==> src/rtl/divmmc_mapper.sv <==
// DivMMC paging controller: port 0xE3 register, automap state machine and the
// 0x0000-0x3FFF chip-select decode feeding the ROM/RAM select logic.
module divmmc_mapper #(
  parameter int BANK_BITS    = 4,
  parameter bit ENTRY_NMI_EN = 1'b1,
  parameter bit ROM3_ONLY    = 1'b0
) (
  input  logic                 clk28,
  input  logic                 rst,
  input  logic                 en,
  input  logic [15:0]          a,
  input  logic [7:0]           d,
  input  logic                 n_m1,
  input  logic                 n_mreq,
  input  logic                 n_iorq,
  input  logic                 n_rd,
  input  logic                 n_wr,
  input  logic                 n_rfsh,
  input  logic                 rom_page3,
  input  logic                 dffd_cpm,
  output logic                 n_romcs0,
  output logic                 n_ramcs,
  output logic                 div_rom,
  output logic                 div_ram,
  output logic [BANK_BITS-1:0] div_bank,
  output logic                 ram_wp,
  output logic                 conmem,
  output logic                 mapram,
  output logic                 automap
);

  logic                 conmem_q, conmem_d;
  logic                 mapram_q, mapram_d;
  logic [BANK_BITS-1:0] bank_q, bank_d;
  logic                 automap_q, automap_d;
  logic                 pending_q, pending_d;
  logic                 io_wr_q, io_wr_d;
  logic                 fetch_q, fetch_d;
  logic                 n_m1_q, n_m1_d;

  logic io_wr, fetch, entry_addr, entry_hit, off_hit, instant_hit;
  logic mem, lo, automap_eff, map;

  always_comb begin
    // n_rd high keeps a corrupted bus cycle from being taken as an E3 write
    io_wr       = !n_iorq && !n_wr && n_rd && n_m1 && (a[7:0] == 8'hE3);
    fetch       = !n_m1 && !n_mreq && n_rfsh;
    entry_addr  = (a == 16'h0000) || (a == 16'h0008) || (a == 16'h0038) ||
                  (ENTRY_NMI_EN && (a == 16'h0066)) ||
                  (a == 16'h04C6) || (a == 16'h0562);
    entry_hit   = entry_addr && (!ROM3_ONLY || rom_page3);
    off_hit     = (a[15:3] == 13'h03FF);
    instant_hit = en && fetch && (a[15:8] == 8'h3D) && rom_page3;
  end

  always_comb begin
    conmem_d  = conmem_q;
    mapram_d  = mapram_q;
    bank_d    = bank_q;
    automap_d = automap_q;
    pending_d = pending_q;
    io_wr_d   = io_wr;
    fetch_d   = fetch;
    n_m1_d    = n_m1;
    if (io_wr && !io_wr_q) begin
      conmem_d = d[7];
      mapram_d = mapram_q | d[6];
      bank_d   = BANK_BITS'(d);
    end
    if (fetch && !fetch_q) begin
      if (entry_hit) begin
        pending_d = 1'b1;
      end else if (off_hit) begin
        pending_d = 1'b0;
      end else if (instant_hit) begin
        automap_d = 1'b1;
        pending_d = 1'b1;
      end
    end
    // End of the M1 cycle: entry/exit decisions take effect for the next fetch
    if (n_m1 && !n_m1_q) begin
      automap_d = pending_q;
    end
    if (!en) begin
      automap_d = 1'b0;
      pending_d = 1'b0;
    end
  end

  always_ff @(posedge clk28) begin
    if (rst) begin
      conmem_q  <= 1'b0;
      mapram_q  <= 1'b0;
      bank_q    <= '0;
      automap_q <= 1'b0;
      pending_q <= 1'b0;
      io_wr_q   <= 1'b0;
      fetch_q   <= 1'b0;
      n_m1_q    <= 1'b1;
    end else begin
      conmem_q  <= conmem_d;
      mapram_q  <= mapram_d;
      bank_q    <= bank_d;
      automap_q <= automap_d;
      pending_q <= pending_d;
      io_wr_q   <= io_wr_d;
      fetch_q   <= fetch_d;
      n_m1_q    <= n_m1_d;
    end
  end

  // Instant entry maps the very opcode read that triggered it
  always_comb begin
    mem         = !n_mreq && n_rfsh;
    lo          = (a[15:14] == 2'b00);
    automap_eff = automap_q || instant_hit;
    map         = conmem_q || automap_eff;
    div_ram     = mem && lo && ((map && a[13]) ||
                  (!conmem_q && automap_eff && mapram_q && !a[13]));
    div_rom     = mem && lo && !a[13] && map && !div_ram;
    n_ramcs     = !(mem && (!lo || div_ram || (dffd_cpm && !map)));
    n_romcs0    = !(mem && lo && !div_ram && !div_rom && !(dffd_cpm && !map));
    div_bank    = '0;
    if (div_ram) begin
      div_bank = a[13] ? bank_q : BANK_BITS'(3);
    end
    ram_wp      = div_ram && (!a[13] ||
                  (!conmem_q && mapram_q && (bank_q == BANK_BITS'(3))));
    conmem      = conmem_q;
    mapram      = mapram_q;
    automap     = automap_q;
  end

endmodule

==> config.mk <==
export PLATFORM = sky130hd
export DESIGN_NAME = divmmc_mapper
export DESIGN_NICKNAME = d
export VERILOG_FILES = /design/src/rtl/divmmc_mapper.sv
export SDC_FILE = /design/constraint.sdc
export NUM_CORES = 1
export LEC_CHECK = 0
export CORE_MARGIN = 4
export CORE_UTILIZATION = 30
export DETAILED_ROUTE_END_ITERATION = 12
export PLACE_DENSITY = 0.78
export SYNTH_ARGS = -nofsm -noshare
export SYNTH_HDL_FRONTEND = slang
export SYNTH_SLANG_ARGS = --single-unit
==> constraint.sdc <==
create_clock -name clk28 -period 2.2 [get_ports clk28]
set_input_delay 0.55 -clock clk28 [delete_from_list [all_inputs] [get_ports clk28]]
set_output_delay 0.55 -clock clk28 [all_outputs]
set_load 0.03 [all_outputs]
# Yosys cells after proc, flatten, opt, wreduce, memory -nomap -nowiden

Cells that the tools add are included.

Register bits: 11
Output and inout bits: 12
Word-level logic and storage cells: 95
Input port bits: 35

Mux-type cells: 9
Eq/ne operators: 11
Reductions and logical operators: 65
Bitwise gates (word level): 2

Operator list:

| cell                   | count |
|---|---|
| $eq A16 B11 Y1 const B | 2 |
| $logic_and A1 B1 Y1    | 30 |
| $eq A16 B4 Y1 const B  | 1 |
| $eq A16 B6 Y1 const B  | 1 |
| $eq A16 B7 Y1 const B  | 1 |
| $logic_not A1 Y1       | 16 |
| $logic_not A16 Y1      | 1 |
| $eq A13 B10 Y1 const B | 1 |
| $logic_or A1 B1 Y1     | 11 |
| $eq A8 B6 Y1 const B   | 1 |
| $eq A8 B8 Y1 const B   | 1 |
| $mux W4                | 2 |
| $mux W1                | 7 |
| $eq A4 B2 Y1 const B   | 1 |
| $ne A2 B1 Y1 const B   | 2 |
| $reduce_and A4 Y1      | 1 |
| $reduce_bool A2 Y1     | 2 |
| $reduce_bool A3 Y1     | 1 |
| $logic_not A2 Y1       | 1 |
| $reduce_and A2 Y1      | 1 |
| $reduce_or A2 Y1       | 1 |
| $not A1 Y1             | 1 |
| $or A1 B1 Y1           | 1 |

# Longest topological paths before layout

Depth after elaboration: 18
Mapped depth: 5
Mapped depth without buffers: 4

# Worst setup path after synthesis

No wires, ideal clock.

Path kind: input -> output
Start point: input port a[15]
End point: output port div_rom
Arrival: 1.909 ns
Stages: 4
Path buffers: 0
Data required time: 1.650 ns
Slack: -0.259 ns
Path through: and4bb_2 > nand4_1 > a21o_2 > nor3_1

Word-level cells in the longest chain between the ends: 11
Elaborated cells between the ends (all ways): 17
Classes of those cells: eq/ne: 1; reduce/logical: 16

Ends and longest elaborated chain:

| element                           | RTL line | RTL |
|---|---|---|
| start: declaration                | 11       | `input logic [15:0] a,` |
| $eq A8 B6 Y1                      | 53       | `instant_hit = en && fetch && (a[15:8] == 8'h3D) && rom_page3;` |
| $logic_and A1 B1 Y1 (2 in series) | 53       |  |
| $logic_or A1 B1 Y1                | 116      | `automap_eff = automap_q \|\| instant_hit;` |
| $logic_and A1 B1 Y1 (3 in series) | 119      | `(!conmem_q && automap_eff && mapram_q && !a[13]));` |
| $logic_or A1 B1 Y1                | 118      | `div_ram = mem && lo && ((map && a[13]) \|\|` |
| $logic_and A1 B1 Y1               | 118      |  |
| $logic_not A1 Y1                  | 120      | `div_rom = mem && lo && !a[13] && map && !div_ram;` |
| $logic_and A1 B1 Y1 (*)           | 120      |  |
| end: declaration                  | 23       | `output logic div_rom,` |

Mark *: on every way between the ends. The rest lies on a longest branch, timed or not.

# Final worst setup path

Start point: input port a[15]
End point: output port div_bank[1]

Word-level cells in the longest chain between the ends: 10
Elaborated cells between the ends (all ways): 14
Classes of those cells: eq/ne: 1; mux: 1; reduce/logical: 12

Ends and longest elaborated chain:

| element                           | RTL line | RTL |
|---|---|---|
| $eq A8 B6 Y1                      | 53       |  |
| $logic_and A1 B1 Y1 (2 in series) | 53       |  |
| $logic_or A1 B1 Y1                | 116      |  |
| $logic_and A1 B1 Y1 (3 in series) | 119      |  |
| $logic_or A1 B1 Y1                | 118      |  |
| $logic_and A1 B1 Y1 (*)           | 118      |  |
| $mux W4 (*)                       | 124      | `if (div_ram) begin` |
| end: declaration                  | 25       | `output logic [BANK_BITS-1:0] div_bank,` |

Marked as above.

==> metrics.md <==
| Metric | Value |
|---|---|
| Final HPWL DP | `2220 um` |
| CTS H-Tree Depth | `1` |
| Drt drc | `0` |
| WHS Path Cells | `1` |
| CORE AREA | `2500 um^2` |
| Synth area leaders | `dfxtp_1 (28%), a21oi_1 (6.4%), nand4_1 (6.4%), nor2_1 (5.7%), nand3_1 (5.1%)` |
| Multi-input gate area | `593 um^2` |
| Clock buffer count from CTS | `3` |
| WL/cell | `13.5 um` |
| Vias | `1,075` |
| Ys async rst share | `0%` |
| DIE HEIGHT | `59.2 um` |
| CP Depth | `7` |
| CP Data Arrival Time | `1.71 ns` |
| Vias in the first global route | `1,021` |
| VDD IR max | `0.195 mV` |
| Syn Area/Cell | `7.64 um^2` |
| Starting Density | `31.5%` |
| Crit end category | `output pin` |
| Num Clock Sinks | `11` |
| Commonest cells after routing, fill and taps aside | `buf_4 (27), clkdlybuf4s50_1 (22), nor2_1 (11), dfxtp_1 (11), buf_6 (11)` |
| Max-cap violations | `0` |
| Die Span X | `59.2 um` |
| Total Routing Usage GR | `16.8%` |
| Clk root buf | `clkbuf_4` |
| Worst setup path class | `input pin to output pin` |
| Rel. slew slack | `74.7%` |
| Worst path cell trace | `buf_6, and4bb_2, nand4_1, a21o_2, buf_6, a21oi_2, buf_6` |
| Yosys Warn Count | `0` |
| Grt ovf | `0` |
| Largest net degree at the start of global routing | `10` |
| CP Launch Type | `input pin` |
| Final nets | `209` |
| Outcome | `complete, but fails checks` |
| Die Area | `3510 um^2` |
| Port buffer count | `44` |
| Area Growth Syn to Fin | `89.5%` |
| Total design power | `0.000477 W` |
| Worst Path Buf+Inv | `3` |
| Row count | `18` |
| Detailed Routing Iterations Pass 1 | `4` |
| Skew final | `0.00184 ns` |
| Post-synth cell types | `35` |
| First-pass GRT wire length | `4570 um` |
| Final hold vios | `0` |
| Worst Path Max Fanout | `4` |
| Largest delay share family, worst path | `simple AND/OR/NAND/NOR gates` |
| Slowest-stage cell, CP | `and4bb_2` |
| # diodes | `0` |
| Synthesized instance count | `103` |
| Leakage power | `0.577 nW` |
| Violated checks | `negative setup slack` |
| Worst skew pair latency | `0.27 ns` |
| Reg2reg end | `pending_q` |
| Power Dens Cells | `320 nW/um^2` |
| Post-synth EDFFs | `0` |
| Worst-margin pin slew | `0.377 ns` |
| Seq/Total Area, Yosys | `28.0%` |
| Placed cell area | `1380 um^2` |
| Worst path most repeated cell | `buf_6` |
| Synth Register Bits | `11` |
| R2r worst-path depth | `4` |
| Max Buffers Root-to-Sink | `2` |
| Critical Path RT | `1.65 ns` |
| IO Pins | `47` |
| Largest area contributor in the netlist | `dfxtp_1` |
| Antenna violations before repair | `0` |
| R2r setup slk | `1.21 ns` |
| ANT nets after route | `0` |
| Minimum clock period after layout | `2.26 ns` |
| RSZ-0062 raised after global routing | `yes` |
| Mapped cell area | `787 um^2` |
| Setup ws final | `-0.0585 ns` |
| Syn Nets | `138` |
| Final Setup Violations | `5` |
| Fill cells | `232` |
| CTS clock-pin slew for the worst setup and hold paths | `0.07 ns` |
| Final RePlAce weighted congestion | `0.818` |
| Most used DFF post-synth | `dfxtp_1` |
| Final Core Density | `59.7%` |
| F_max | `0.443 GHz` |
| Worst hold endpoint | `automap` |
| FF+latch area | `220 um^2` |
| Worst Hold Class | `register to register` |
| Share of the synthesized area in the top cell type | `28.0%` |
| CTS tree | `built` |
| Slew Limit Fails | `0` |
| Worst path max stage delay | `0.29 ns` |
| Final instance area | `1490 um^2` |
| Worst hold start | `n_m1_q` |
| DR iter-0 viols | `20` |
| RR Startpoint | `fetch_q` |
| Tcrit/Tclk final | `103%` |
| Most common cell after layout, fill and taps aside | `buf_4` |
| Vias per cell | `5.30` |
| DRT Wirelength | `2730 um` |
| Share of cells above drive strength 1 | `35.8%` |
[how the worst max path moves through the flow]
stage,from,end,slack (ns)
floorplan,a[9],ram_wp,-0.05
global placement,a[8],ram_wp,-0.47
detailed placement,a[8],div_rom,-0.51
CTS,a[15],div_rom,-0.09
global route,a[15],div_rom,-0.15
finish,a[15],div_bank[1],-0.06
[worst register-to-register path, cell delays in order (launching register included)]
cell and delay, ns:
dfxtp_1 0.33, nor4b_1 0.24, o21a_1 0.14, o31a_1 0.12
o31a_1 0.11
[layout make-up]
| cell class | instances | share of cell area, % |
|---|---|---|
| repair buffers | 69 | 40.2 |
| multi-input cells | 85 | 39.8 |
| well taps | 30 | 2.52 |
| inverters | 4 | 1.01 |
| flip-flops and latches | 11 | 14.8 |
| clock buffers | 4 | 1.76 |
[cells in the mapped netlist, types with 2 or more instances]
cell type	n
and4b_1	3
o21ai_0	5
nor2b_1	3
nor3_1	3
and3_1	3
nor2_1	12
nand3_1	8
nor4b_1	2
inv_1	4
dfxtp_1	11
a21oi_1	10
clkbuf_1	2
o31a_1	2
nand2_1	5
and4bb_2	2
nand2b_1	2
nand4_1	8
[logic make-up after synthesis]
kind of cell	after synthesis	synth area share [%]
and+or+nand+nor	58	43.9
AOI/OAI and AO/OA	27	24.6
DFF	11	28.0
buffers and inverters	7	3.50
[what timing repair did]
action / in CTS / in global routing
setup buffers: 5 / 2
gates resized for setup: 57 / 6
cloned: 0 / 0
hold buffers: 0 / 0
setup endpoints to repair: 9 / 8
pin swaps: 9 / 6
[routing by layer]
metal / vias to the layer above / wire, um / track usage (%)
met2: 29 / 1400 / 29.6
met1: 502 / 1140 / 20.7
li1: 539 / - / -
met4: 0 / 50 / 5.83
met3: 5 / 145 / 2.40
met5: - / 0 / 0
[stage by stage]
stage	hold WS [ns]	cells	TNS [ns]	setup slack [ns]
finish	0.499	203	-0.251	-0.0585
global route	0.543	203	-0.678	-0.149
CTS	0.497	201	-0.350	-0.0854
detailed placement	0.483	193	-3.51	-0.509
global placement	0.477	193	-3.35	-0.471
floorplan	0.462	103	-0.120	-0.0464
[registers in the layout, summed over array words and instances, names as in the netlist]
name       flops
io_wr_q        1
automap        1
fetch_q        1
bank_q         4
mapram         1
conmem         1
n_m1_q         1
pending_q      1
[power by group]
part / leakage, nW / switching (W) / internal, W
registers: 0.0890 / 0.00000166 / 0.000201
clock network: 0.0150 / 0.0000681 / 0.0000703
logic: 0.473 / 0.0000499 / 0.0000858
Power figures use the tool's default switching activity.
